## src/rtl/enigma_pkg.sv

```systemverilog
// Shared Enigma definitions: alphabet size, letter type, rotor notch letters,
// output-register states and a small sanitising helper.
package enigma_pkg;

  localparam int unsigned NLETTERS = 26;

  typedef logic [4:0] letter_t;

  // Turnover (notch) letter index of the historical rotors I..V
  localparam int unsigned NOTCH_I   = 16;
  localparam int unsigned NOTCH_II  = 4;
  localparam int unsigned NOTCH_III = 21;
  localparam int unsigned NOTCH_IV  = 9;
  localparam int unsigned NOTCH_V   = 25;

  typedef enum logic {
    OUT_EMPTY = 1'b0,
    OUT_FULL  = 1'b1
  } out_state_t;

  // Out-of-alphabet values collapse to letter 0
  function automatic letter_t letter_or_zero(letter_t v, letter_t last);
    return (v <= last) ? v : '0;
  endfunction

endpackage

```

## src/rtl/rotor_step_ctrl_if.sv

```systemverilog
// Keypress / rotor-engine stream between the stepping front end and its
// neighbours. slave is the stepping block's view, master the environment's.
interface rotor_step_ctrl_if;
  import enigma_pkg::*;

  logic    key_valid;
  letter_t key_in;
  logic    key_ready;
  letter_t data_out;
  letter_t r1_pos;
  letter_t r2_pos;
  letter_t r3_pos;
  logic    out_valid;
  logic    out_ready;

  modport slave (
    input  key_valid, key_in, out_ready,
    output key_ready, data_out, r1_pos, r2_pos, r3_pos, out_valid
  );

  modport master (
    output key_valid, key_in, out_ready,
    input  key_ready, data_out, r1_pos, r2_pos, r3_pos, out_valid
  );

endinterface

```

## src/rtl/rotor_step_ctrl_mod26_inc.sv

```systemverilog
// Combinational modulo-N increment with enable (N-1 wraps to 0).
module mod26_inc
  import enigma_pkg::*;
#(
  parameter int unsigned N = enigma_pkg::NLETTERS
) (
  input  letter_t i_val,
  input  logic    i_en,
  output letter_t o_val
);

  localparam letter_t LAST = letter_t'(N - 1);

  // Pass through unless enabled; wrap at the last letter
  always_comb begin
    o_val = i_val;
    if (i_en) begin
      o_val = (i_val >= LAST) ? '0 : i_val + letter_t'(1);
    end
  end

endmodule

```

## src/rtl/rotor_step_ctrl.sv

```systemverilog
// Enigma rotor stepping front end: accepts one letter per keypress, steps the
// three rotors with the odometer rule (including the double step) and presents
// the letter with the post-step positions through a single output register.
module rotor_step_ctrl #(
  parameter int unsigned NOTCH1   = enigma_pkg::NOTCH_III,
  parameter int unsigned NOTCH2   = enigma_pkg::NOTCH_II,
  parameter int unsigned NLETTERS = enigma_pkg::NLETTERS
) (
  input  logic                clk,
  input  logic                rst,
  input  logic                load,
  input  enigma_pkg::letter_t r1_init,
  input  enigma_pkg::letter_t r2_init,
  input  enigma_pkg::letter_t r3_init,
  rotor_step_ctrl_if.slave    bus,
  output logic                key_err,
  output logic [15:0]         key_count
);
  import enigma_pkg::*;

  localparam letter_t LAST = letter_t'(NLETTERS - 1);
  localparam letter_t N1   = letter_t'(NOTCH1);
  localparam letter_t N2   = letter_t'(NOTCH2);

  out_state_t  r_state;
  out_state_t  w_state_nxt;
  letter_t     r_r1;
  letter_t     r_r2;
  letter_t     r_r3;
  letter_t     r_data;
  logic        r_key_err;
  logic [15:0] r_key_count;

  logic        w_key_ready;
  logic        w_in_range;
  logic        w_accept;
  logic        w_reject;
  logic        w_step2;
  logic        w_step3;
  letter_t     w_r1_nxt;
  letter_t     w_r2_nxt;
  letter_t     w_r3_nxt;

  assign w_key_ready = (r_state == OUT_EMPTY) | bus.out_ready;
  assign w_in_range  = (bus.key_in <= LAST);
  assign w_accept    = ~load & bus.key_valid & w_key_ready & w_in_range;
  assign w_reject    = ~load & bus.key_valid & w_key_ready & ~w_in_range;

  // r2 stepping on its own notch is the double-step anomaly
  assign w_step2 = (r_r1 == N1) | (r_r2 == N2);
  assign w_step3 = (r_r2 == N2);

  mod26_inc #(.N(NLETTERS)) u_inc_r1 (.i_val(r_r1), .i_en(w_accept),           .o_val(w_r1_nxt));
  mod26_inc #(.N(NLETTERS)) u_inc_r2 (.i_val(r_r2), .i_en(w_accept & w_step2), .o_val(w_r2_nxt));
  mod26_inc #(.N(NLETTERS)) u_inc_r3 (.i_val(r_r3), .i_en(w_accept & w_step3), .o_val(w_r3_nxt));

  // Output-register occupancy state
  always_ff @(posedge clk) begin
    if (!rst) r_state <= OUT_EMPTY;
    else      r_state <= w_state_nxt;
  end

  // Load empties the register; accept fills it; consume without a new key empties it
  always_comb begin
    w_state_nxt = r_state;
    if (load)                                        w_state_nxt = OUT_EMPTY;
    else if (w_accept)                               w_state_nxt = OUT_FULL;
    else if ((r_state == OUT_FULL) && bus.out_ready) w_state_nxt = OUT_EMPTY;
  end

  // Rotor positions, output letter, key counter and error pulse
  always_ff @(posedge clk) begin
    if (!rst) begin
      r_r1        <= '0;
      r_r2        <= '0;
      r_r3        <= '0;
      r_data      <= '0;
      r_key_err   <= 1'b0;
      r_key_count <= '0;
    end else begin
      r_key_err <= w_reject;
      if (load) begin
        r_r1 <= letter_or_zero(r1_init, LAST);
        r_r2 <= letter_or_zero(r2_init, LAST);
        r_r3 <= letter_or_zero(r3_init, LAST);
      end else if (w_accept) begin
        r_r1        <= w_r1_nxt;
        r_r2        <= w_r2_nxt;
        r_r3        <= w_r3_nxt;
        r_data      <= bus.key_in;
        r_key_count <= r_key_count + 16'd1;
      end
    end
  end

  assign bus.key_ready = w_key_ready;
  assign bus.data_out  = r_data;
  assign bus.r1_pos    = r_r1;
  assign bus.r2_pos    = r_r2;
  assign bus.r3_pos    = r_r3;
  assign bus.out_valid = (r_state == OUT_FULL);
  assign key_err       = r_key_err;
  assign key_count     = r_key_count;

endmodule

```

## src/flat_wrapper.sv

```systemverilog
// flat-port wrapper written by rule: the top's interface ports become plain ports
module rotor_step_ctrl_flat import enigma_pkg::*;
#(
  parameter int unsigned NOTCH1   = enigma_pkg::NOTCH_III,
  parameter int unsigned NOTCH2   = enigma_pkg::NOTCH_II,
  parameter int unsigned NLETTERS = enigma_pkg::NLETTERS
)
  (clk, rst, load, r1_init, r2_init, r3_init, key_err, key_count, bus_key_valid, bus_key_in, bus_out_ready, bus_key_ready, bus_data_out, bus_r1_pos, bus_r2_pos, bus_r3_pos, bus_out_valid);
  rotor_step_ctrl_if bus_i ();
  input  logic clk;
  input  logic rst;
  input  logic load;
  input  enigma_pkg::letter_t r1_init;
  input  enigma_pkg::letter_t r2_init;
  input  enigma_pkg::letter_t r3_init;
  output logic key_err;
  output logic [15:0] key_count;
  input wire logic [$bits(bus_i.key_valid)-1:0] bus_key_valid;
  input wire logic [$bits(bus_i.key_in)-1:0] bus_key_in;
  input wire logic [$bits(bus_i.out_ready)-1:0] bus_out_ready;
  output wire logic [$bits(bus_i.key_ready)-1:0] bus_key_ready;
  output wire logic [$bits(bus_i.data_out)-1:0] bus_data_out;
  output wire logic [$bits(bus_i.r1_pos)-1:0] bus_r1_pos;
  output wire logic [$bits(bus_i.r2_pos)-1:0] bus_r2_pos;
  output wire logic [$bits(bus_i.r3_pos)-1:0] bus_r3_pos;
  output wire logic [$bits(bus_i.out_valid)-1:0] bus_out_valid;
  assign bus_i.key_valid = bus_key_valid;
  assign bus_i.key_in = bus_key_in;
  assign bus_i.out_ready = bus_out_ready;
  assign bus_key_ready = bus_i.key_ready;
  assign bus_data_out = bus_i.data_out;
  assign bus_r1_pos = bus_i.r1_pos;
  assign bus_r2_pos = bus_i.r2_pos;
  assign bus_r3_pos = bus_i.r3_pos;
  assign bus_out_valid = bus_i.out_valid;
  rotor_step_ctrl #(.NOTCH1(NOTCH1), .NOTCH2(NOTCH2), .NLETTERS(NLETTERS)) u_core (.clk(clk), .rst(rst), .load(load), .r1_init(r1_init), .r2_init(r2_init), .r3_init(r3_init), .bus(bus_i), .key_err(key_err), .key_count(key_count));
endmodule
```

## config.mk

```make
export PLATFORM = sky130hd
export DESIGN_NAME = rotor_step_ctrl_flat
export DESIGN_NICKNAME = d
export VERILOG_FILES = /design/src/rtl/enigma_pkg.sv /design/src/rtl/rotor_step_ctrl_if.sv /design/src/rtl/rotor_step_ctrl_mod26_inc.sv /design/src/rtl/rotor_step_ctrl.sv /design/src/flat_wrapper.sv
export SDC_FILE = /design/constraint.sdc
export NUM_CORES = 1
export LEC_CHECK = 0
export BUFFER_PORTS_ARGS = -buffer_cell sky130_fd_sc_hd__buf_2
export CAP_MARGIN = 20
export CORE_MARGIN = 4
export CORE_UTILIZATION = 35
export DETAILED_ROUTE_END_ITERATION = 12
export MAX_ROUTING_LAYER = met4
export PLACE_DENSITY = 0.65
export SETUP_SLACK_MARGIN = 0.4
export SYNTH_ARGS = -nofsm -noshare
export SYNTH_HDL_FRONTEND = slang
export SYNTH_SLANG_ARGS = --single-unit
```

## constraint.sdc

```tcl
create_clock -name clk -period 2.45 [get_ports clk]
set_input_delay 0.1225 -clock clk [delete_from_list [all_inputs] [get_ports clk]]
set_output_delay 0.1225 -clock clk [all_outputs]
set_load 0.005 [all_outputs]
```

==> results.json, run 1 <==
{
  "die_h_um": 85.5,
  "hold_viol_final": 0,
  "port_buffers": 63,
  "syn-num-nets": 286,
  "vias": 2179,
  "synth_cell_types": 48,
  "drt_iter0_drc": 97,
  "remaining_drc_errors": 0,
  "wire_per_inst_um": 14.6,
  "cts_buffer_depth": 2,
  "grt_pass1_wl_um": 9250,
  "critPathArrivalTime_ns": 2.08,
  "die_area_um2": 7310,
  "grt_pass1_vias": 2019,
  "r2r_start": "u_core.bus.r3_pos[1]$_SDFFE_PN0P_",
  "worst_slew_pin_slew_ns": 1.00,
  "n_antenna_cell": 0,
  "maxCapViolations": 0,
  "worst_skew_pair.late_latency_ns": 0.29,
  "setup-tns-final_ns": 0,
  "fill_cells": 589,
  "slew_headroom_pct": 33.0,
  "skew_ns": 0.00624,
  "grt_max_degree": 31,
  "die_w_um": 85.5,
  "p_leak_nw": 1.04,
  "dr.pass1.iters": 4,
  "cp_slowest_stage_delay_ns": 0.42,
  "drive_gt1_share_pct": 26.6,
  "synthesis.area_um2": 2100,
  "rows": 27,
  "synth_ff_type": "dfxtp_1",
  "fin_nets": 348,
  "worstHoldPathType": "in -> reg",
  "hold_depth": 3,
  "crit_type": "reg -> reg",
  "rrSetupSlack_ns": 0.55,
  "rr_worst_depth": 6,
  "cts_buffers": 5,
  "path_max_fanout": 5,
  "core-area_um2": 5680,
  "antenna_found_initial": 0,
  "fmaxAchievable_mhz": 526,
  "finish.instance_area_um2": 2620,
  "io-pin-count": 64,
  "viasPerCell": 5.62,
  "layout_setup_ws_ns": 0.549,
  "finalCriticalPeriod_ns": 1.90,
  "worstReg2RegEnd": "u_core.bus.r3_pos[1]$_SDFFE_PN0P_",
  "hpwl_um": 4190,
  "hold_start": "bus_key_in[0]",
  "stdcell_count": 388,
  "totalWireLength_um": 5660,
  "layout_common_cells": "buf_2 (63), dfxtp_1 (38), nand2_1 (25), a21oi_1 (19), nand3_1 (17)",
  "dpl.cell_count": 380,
  "rsz0062_at_grt": "false",
  "min_to": "u_core.bus.data_out[0]$_SDFFE_PN0P_",
  "mostFrequentLayoutCell": "buf_2",
  "syn_to_final_growth_pct": 24.5,
  "path_clk_slew_ns": 0.08,
  "slew_viol_final": 0,
  "synth.ff_latch_count": 38,
  "syn_inst": 253,
  "synth-edff-count": 0,
  "cp_top_family": "compound AO/OA/AOI/OAI gates",
  "ctsRootBufferMaster": "clkbuf_8",
  "gp_congestion": 0.848,
  "grt-ovfl-total": 0,
  "h-tree-depth": 2,
  "cts.sinks": 38,
  "cts_tree": "yes",
  "drtAntennaViolNets": 0,
  "avgSynthCellArea_um2": 8.30,
  "peakVddDrop_mv": 0.309,
  "cp-end-kind": "flop",
  "synthArstFlopShare_pct": 0,
  "required_ns": 2.63,
  "yosysWarnings": 0,
  "status": "finished clean",
  "cp_num_buf_inv": 1,
  "track_usage_pct": 15.7,
  "dpl_worst_slack_ns": 0.310,
  "dpl-instance-area_um2": 2480,
  "start_kind": "flop",
  "start_util_pct": 37.0,
  "seq_area_frac_synth_pct": 36.2,
  "finalCritPeriodShare_pct": 77.6,
  "setup_violations": 0,
  "powerDensity_nw_per_um2": 506,
  "critPathSlowestCell": "or4_1",
  "crit_chain": "inv_1 -> ha_1 -> or4_1 -> a31o_2 -> o21a_1 -> a221oi_1"
}
cells in the mapped netlist, types with 2 or more instances:
| cell type | number | area, µm² |
|---|---|---|
| nand2b_1 | 3 | 18.8 |
| o31ai_1 | 10 | 75.1 |
| nor2_1 | 9 | 33.8 |
| clkbuf_1 | 7 | 26.3 |
| o211ai_1 | 5 | 37.5 |
| or4_1 | 11 | 82.6 |
| nor2b_1 | 3 | 18.8 |
| o21ai_0 | 13 | 65.1 |
| a211oi_1 | 6 | 45.0 |
| nor3_1 | 5 | 25.0 |
| nand2_1 | 25 | 93.8 |
| a21oi_1 | 19 | 95.1 |
| nand3_1 | 17 | 85.1 |
| o32ai_1 | 4 | 35.0 |
| xor2_1 | 3 | 26.3 |
| a32oi_1 | 5 | 43.8 |
| ha_1 | 8 | 100 |
| o22ai_1 | 2 | 12.5 |
| inv_1 | 12 | 45.0 |
| a221oi_1 | 3 | 26.3 |
| o21a_1 | 4 | 30.0 |
| nor4_1 | 2 | 12.5 |
| dfxtp_1 | 38 | 761 |
| or3_1 | 5 | 31.3 |
| o211a_1 | 2 | 20.0 |
| xnor2_1 | 2 | 17.5 |
| a31oi_1 | 5 | 31.3 |
| o221a_2 | 2 | 22.5 |
| nand4_1 | 4 | 25.0 |
metal layers:
layer | GRT usage, % | part of all wire (%) | vias up | routed length, µm
li1 | - | - | 1092 | -
met1 | 20.1 | 47 | 1018 | 2680
met2 | 24.6 | 46 | 61 | 2600
met3 | 4.47 | 5.3 | 8 | 302
met4 | 3.60 | 1.3 | 0 | 73
met5 | - | 0 | - | 0
worst max-delay path by stage:
stage,startpoint,endpoint,cells after the start
after global routing,u_core.bus.out_valid$_SDFFE_PP0P_,u_core.key_count[6]$_SDFFE_PN0P_,5
after floorplan,u_core.bus.r2_pos[1]$_SDFFE_PN0P_,u_core.bus.r2_pos[0]$_SDFFE_PN0P_,6
after CTS,u_core.bus.r2_pos[0]$_SDFFE_PN0P_,u_core.bus.r2_pos[1]$_SDFFE_PN0P_,6
after detailed placement,u_core.bus.r2_pos[0]$_SDFFE_PN0P_,u_core.bus.r2_pos[1]$_SDFFE_PN0P_,6
after global placement,u_core.bus.out_valid$_SDFFE_PP0P_,u_core.bus.r2_pos[0]$_SDFFE_PN0P_,5
final,u_core.bus.r3_pos[1]$_SDFFE_PN0P_,u_core.bus.r3_pos[1]$_SDFFE_PN0P_,6
worst register-to-register path: stages, from the launching register on:
cell	delay, ns
dfxtp_1	0.39
inv_1	0.08
ha_1	0.17
or4_1	0.42
a31o_2	0.29
o21a_1	0.17
a221oi_1	0.27
cell families (layout without fill, tap and decap cells):
family,Yosys count,in the layout,synth area share (%)
and+or+nand+nor,92,92,23.7
AOI/OAI and AO/OA,85,85,28.0
DFF,38,38,36.2
buffers and inverters,24,87,4.76
adders and majority gates,8,8,4.76
xor gates and xnor gates,5,5,2.08
muxes,1,1,0.476
cell type report:
class / count / area, µm² / area share (%)
flip-flops and latches: 38 / 761 / 29.1
clock buffers: 7 / 86.3 / 3.30
well taps: 72 / 90.1 / 3.44
clock inverters: 1 / 5.00 / 0.191
inverters: 13 / 48.8 / 1.87
repair buffers: 66 / 338 / 12.9
multi-input cells: 191 / 1290 / 49.2
stage by stage:
stage / hold slack (ns) / total power [mW] / utilization, %
after global routing: 0.0817 / 1.39 / 46.1
final: 0.0650 / 1.32 / 46.1
after floorplan: 0.258 / 0.793 / -
after global placement: 0.366 / 0.875 / 43.7
after detailed placement: 0.376 / 0.879 / 43.7
after CTS: 0.0625 / 1.33 / 45.6
power breakdown:
group	leakage [nW]	switching, mW	internal (mW)
sequential	0.309	0.0303	0.640
clock	0.0482	0.221	0.227
combinational	0.681	0.114	0.0897
timing repair:
action / in CTS / in global routing
buffers inserted: 0 / 0
pin swaps: 0 / 1
hold buffers: 0 / 0
endpoints found under the hold margin: 0 / 0
resized for setup: 3 / 5
gates cloned: 0 / 0
endpoints found under the setup margin: 5 / 15
registers in the layout, indices dropped and copies added (netlist names):
name	flops
u_core.bus.data_out	5
u_core.bus.out_valid	1
u_core.bus.r1_pos	5
u_core.bus.r2_pos	5
u_core.bus.r3_pos	5
u_core.key_count	16
u_core.key_err	1
Note: power is estimated with default switching activity, not from simulation.
==> inputs of run 2 (changes only) <==
Settings changed: ABC_AREA set to 1, PLACE_DENSITY 0.65 to 0.66.
Clock period 2.45 ns to 1.7 ns, I/O delays scaled along.
==> run 2 against run 1 <==
Against the previous run:
- global-route usage grew 1.6 points
- critical path type unchanged
- sequential share of layout area shrank 4.9 points
- largest cell class unchanged
- total power grew 71%
- sequential power grew 49%
- core utilization grew 5.2 points
- first-iteration DRC count shrank 6.2%
- clock skew shrank 0.0011 ns
- worst setup slack lost 0.16 ns
- critical endpoint is now u_core.bus.r1_pos[2]$_SDFFE_PN0P_
- largest power group unchanged
- die area grew 10%
==> results.json, run 2 <==
{
  "status": "finished clean",
  "start_util_pct": 36.3,
  "pwr-share-seq_pct": 44.1,
  "io-pin-count": 64,
  "multiInputGateArea_um2": 1590,
  "track_usage_pct": 17.4,
  "setup_violations": 0,
  "synthesis.area_um2": 2330,
  "cts_tree": "yes",
  "hpwl_um": 4560,
  "grt_max_degree": 29,
  "port_buffers": 63,
  "yosysWarnings": 0,
  "skew_ns": 0.00517,
  "syn_inst": 358,
  "worst_skew_pair.late_latency_ns": 0.29,
  "grt-ovfl-total": 0,
  "fmaxAchievable_mhz": 763,
  "seq_area_frac_synth_pct": 32.6,
  "hold_viol_final": 0,
  "cts_buffer_depth": 2,
  "dr.pass1.iters": 4,
  "synth-edff-count": 0,
  "layout_setup_ws_ns": 0.389,
  "fill_cells": 644,
  "powerDensity_nw_per_um2": 689,
  "rsz0062_at_grt": "true",
  "finalCriticalPeriod_ns": 1.31,
  "die_w_um": 89.6,
  "switching_share_pct": 29.9,
  "die_area_um2": 8030,
  "mostFrequentLayoutCell": "nand2_1",
  "h-tree-depth": 2,
  "wire_per_inst_um": 12.9,
  "syn_to_final_growth_pct": 41.1,
  "path_max_fanout": 3,
  "synthArstFlopShare_pct": 0,
  "drt_iter0_drc": 91,
  "slew_viol_final": 0,
  "gp_congestion": 0.889,
  "fin_nets": 479,
  "pwr-share-comb_pct": 21.0,
  "p_int_mw": 1.59,
  "final_util_pct": 51.2,
  "grt_pass1_vias": 2325,
  "cts.sinks": 38,
  "syn-num-nets": 391,
  "drtAntennaViolNets": 0,
  "cts_buffers": 5,
  "required_ns": 1.93,
  "synth_top_area_share_pct": 32.6,
  "largest_register_ffs": 16,
  "p_leak_nw": 1.51,
  "rows": 29,
  "holdBufCountCts": 0,
  "yosys.area.top_type": "dfxtp_1",
  "drive_gt1_share_pct": 39.1,
  "die_h_um": 89.6,
  "setup-tns-final_ns": 0,
  "maxCapViolations": 0,
  "viasPerCell": 4.96,
  "crit_type": "reg -> reg",
  "synth_cell_types": 31,
  "totalWireLength_um": 6750,
  "layout_common_cells": "nand2_1 (79), buf_2 (63), nor2_1 (50), inv_1 (34), nand3_1 (27)",
  "finalCritPeriodShare_pct": 77.1,
  "finish.instance_area_um2": 3290,
  "slew_headroom_pct": 74.9,
  "worstHoldPathType": "in -> reg",
  "critPathArrivalTime_ns": 1.54,
  "core-area_um2": 6420,
  "dpl_worst_slack_ns": 0.296,
  "synth_most_common_cell": "nand2_1",
  "antenna_found_initial": 0,
  "synth_ff_type": "dfxtp_1",
  "cp-end-kind": "flop",
  "synth.ff_latch_count": 38,
  "avgSynthCellArea_um2": 6.51,
  "worst_slew_pin_slew_ns": 0.376,
  "remaining_drc_errors": 0,
  "start_kind": "flop",
  "n_antenna_cell": 0,
  "synth_common_cells": "nand2_1 (89), nor2_1 (61), inv_1 (39)",
  "stdcell_count": 524,
  "peakVddDrop_mv": 0.313,
  "vias": 2601,
  "path_clk_slew_ns": 0.08,
  "power.switching_mw": 0.677,
  "p_clk_share_pct": 34.9,
  "synth_area_leaders": "dfxtp_1 (33%), nand2_1 (14%), nor2_1 (9.8%)",
  "grt_pass1_wl_um": 10800,
  "dpl-instance-area_um2": 2760,
  "dpl.cell_count": 495,
  "ctsRootBufferMaster": "clkbuf_8",
  "seq_area_um2": 796
}
[run 2: changes by cell type after synthesis, moves of 6 or more]
| cell | change |
|---|---|
| nor2_1 | +52 |
| clkbuf_1 | -6 |
| nand2_1 | +64 |
| or4_1 | -11 |
| nand3_1 | +16 |
| inv_1 | +27 |
| o31ai_1 | -10 |
| a211oi_1 | -6 |
[run 2: cells by family (layout without fill, tap and decap cells)]
| group | count (synthesis) | after routing | share of synthesized area (%) |
|---|---|---|---|
| AO/OA/AOI/OAI | 44 | 44 | 10.6 |
| XOR/XNOR | 10 | 10 | 3.76 |
| adder cells (fa/ha/maj) | 8 | 8 | 4.29 |
| buffers and inverters | 50 | 138 | 9.33 |
| flip-flops | 38 | 38 | 32.6 |
| AND/OR/NAND/NOR | 208 | 209 | 39.4 |
[run 2: power groups by stage]
| stage | Sequential, mW | Clock [mW] | Combinational (mW) |
|---|---|---|---|
| after floorplan | 1.00 | 0 | 0.238 |
| after global placement | 1.01 | 0 | 0.357 |
| after detailed placement | 1.01 | 0 | 0.362 |
| after CTS | 0.991 | 0.817 | 0.382 |
| after global routing | 1.01 | 0.868 | 0.539 |
| final | 0.999 | 0.791 | 0.477 |
[run 2: path summary, 6_finish.rpt]
path                                       start                             endpoint  slack [ns]  cells after the start
max            u_core.bus.r1_pos[1]$_SDFFE_PN0P_    u_core.bus.r1_pos[2]$_SDFFE_PN0P_        0.39                      8
min                                   r3_init[0]    u_core.bus.r3_pos[0]$_SDFFE_PN0P_        0.04                      3
max reg2reg    u_core.bus.r1_pos[1]$_SDFFE_PN0P_    u_core.bus.r1_pos[2]$_SDFFE_PN0P_        0.39                      8
min reg2reg  u_core.bus.data_out[3]$_SDFFE_PN0P_  u_core.bus.data_out[3]$_SDFFE_PN0P_        0.48                      2
[run 2: layer usage]
layer	global-route usage, %	part of all wire, %
met1	21.5	43
met2	29.0	50
met3	3.56	5.6
met4	4.19	0.96
met5	-	0
[run 2: area by class of cell]
cell class,instances,area share [%]
repair buffers,89,16.0
well taps,77,2.93
flip-flops and latches,38,24.2
clock buffers,5,2.09
multi-input cells,271,48.4
clock inverters,3,1.37
inverters,41,5.06
[run 2: worst max-delay path, stage by stage, from the launching register on]
cell and delay, ns:
dfxtp_2 0.34, inv_2 0.05, ha_4 0.16, nor2_4 0.11, nand3_2 0.08, nand3_2 0.08
nand2_2 0.06, or2_0 0.22, a21oi_1 0.14
[run 2: stage by stage]
step	hold WS [ns]	power [mW]
after floorplan	0.224	1.24
after global placement	0.346	1.37
after detailed placement	0.346	1.38
after CTS	0.0322	2.19
after global routing	0.0331	2.41
final	0.0361	2.27
[run 2: what timing repair did]
| action | 4_1_cts | 5_1_grt |
|---|---|---|
| setup buffers | 4 | 16 |
| pin swaps | 2 | 39 |
| cloned | 0 | 1 |
| resized for setup | 17 | 67 |
| endpoints found under the setup margin | 20 | 28 |
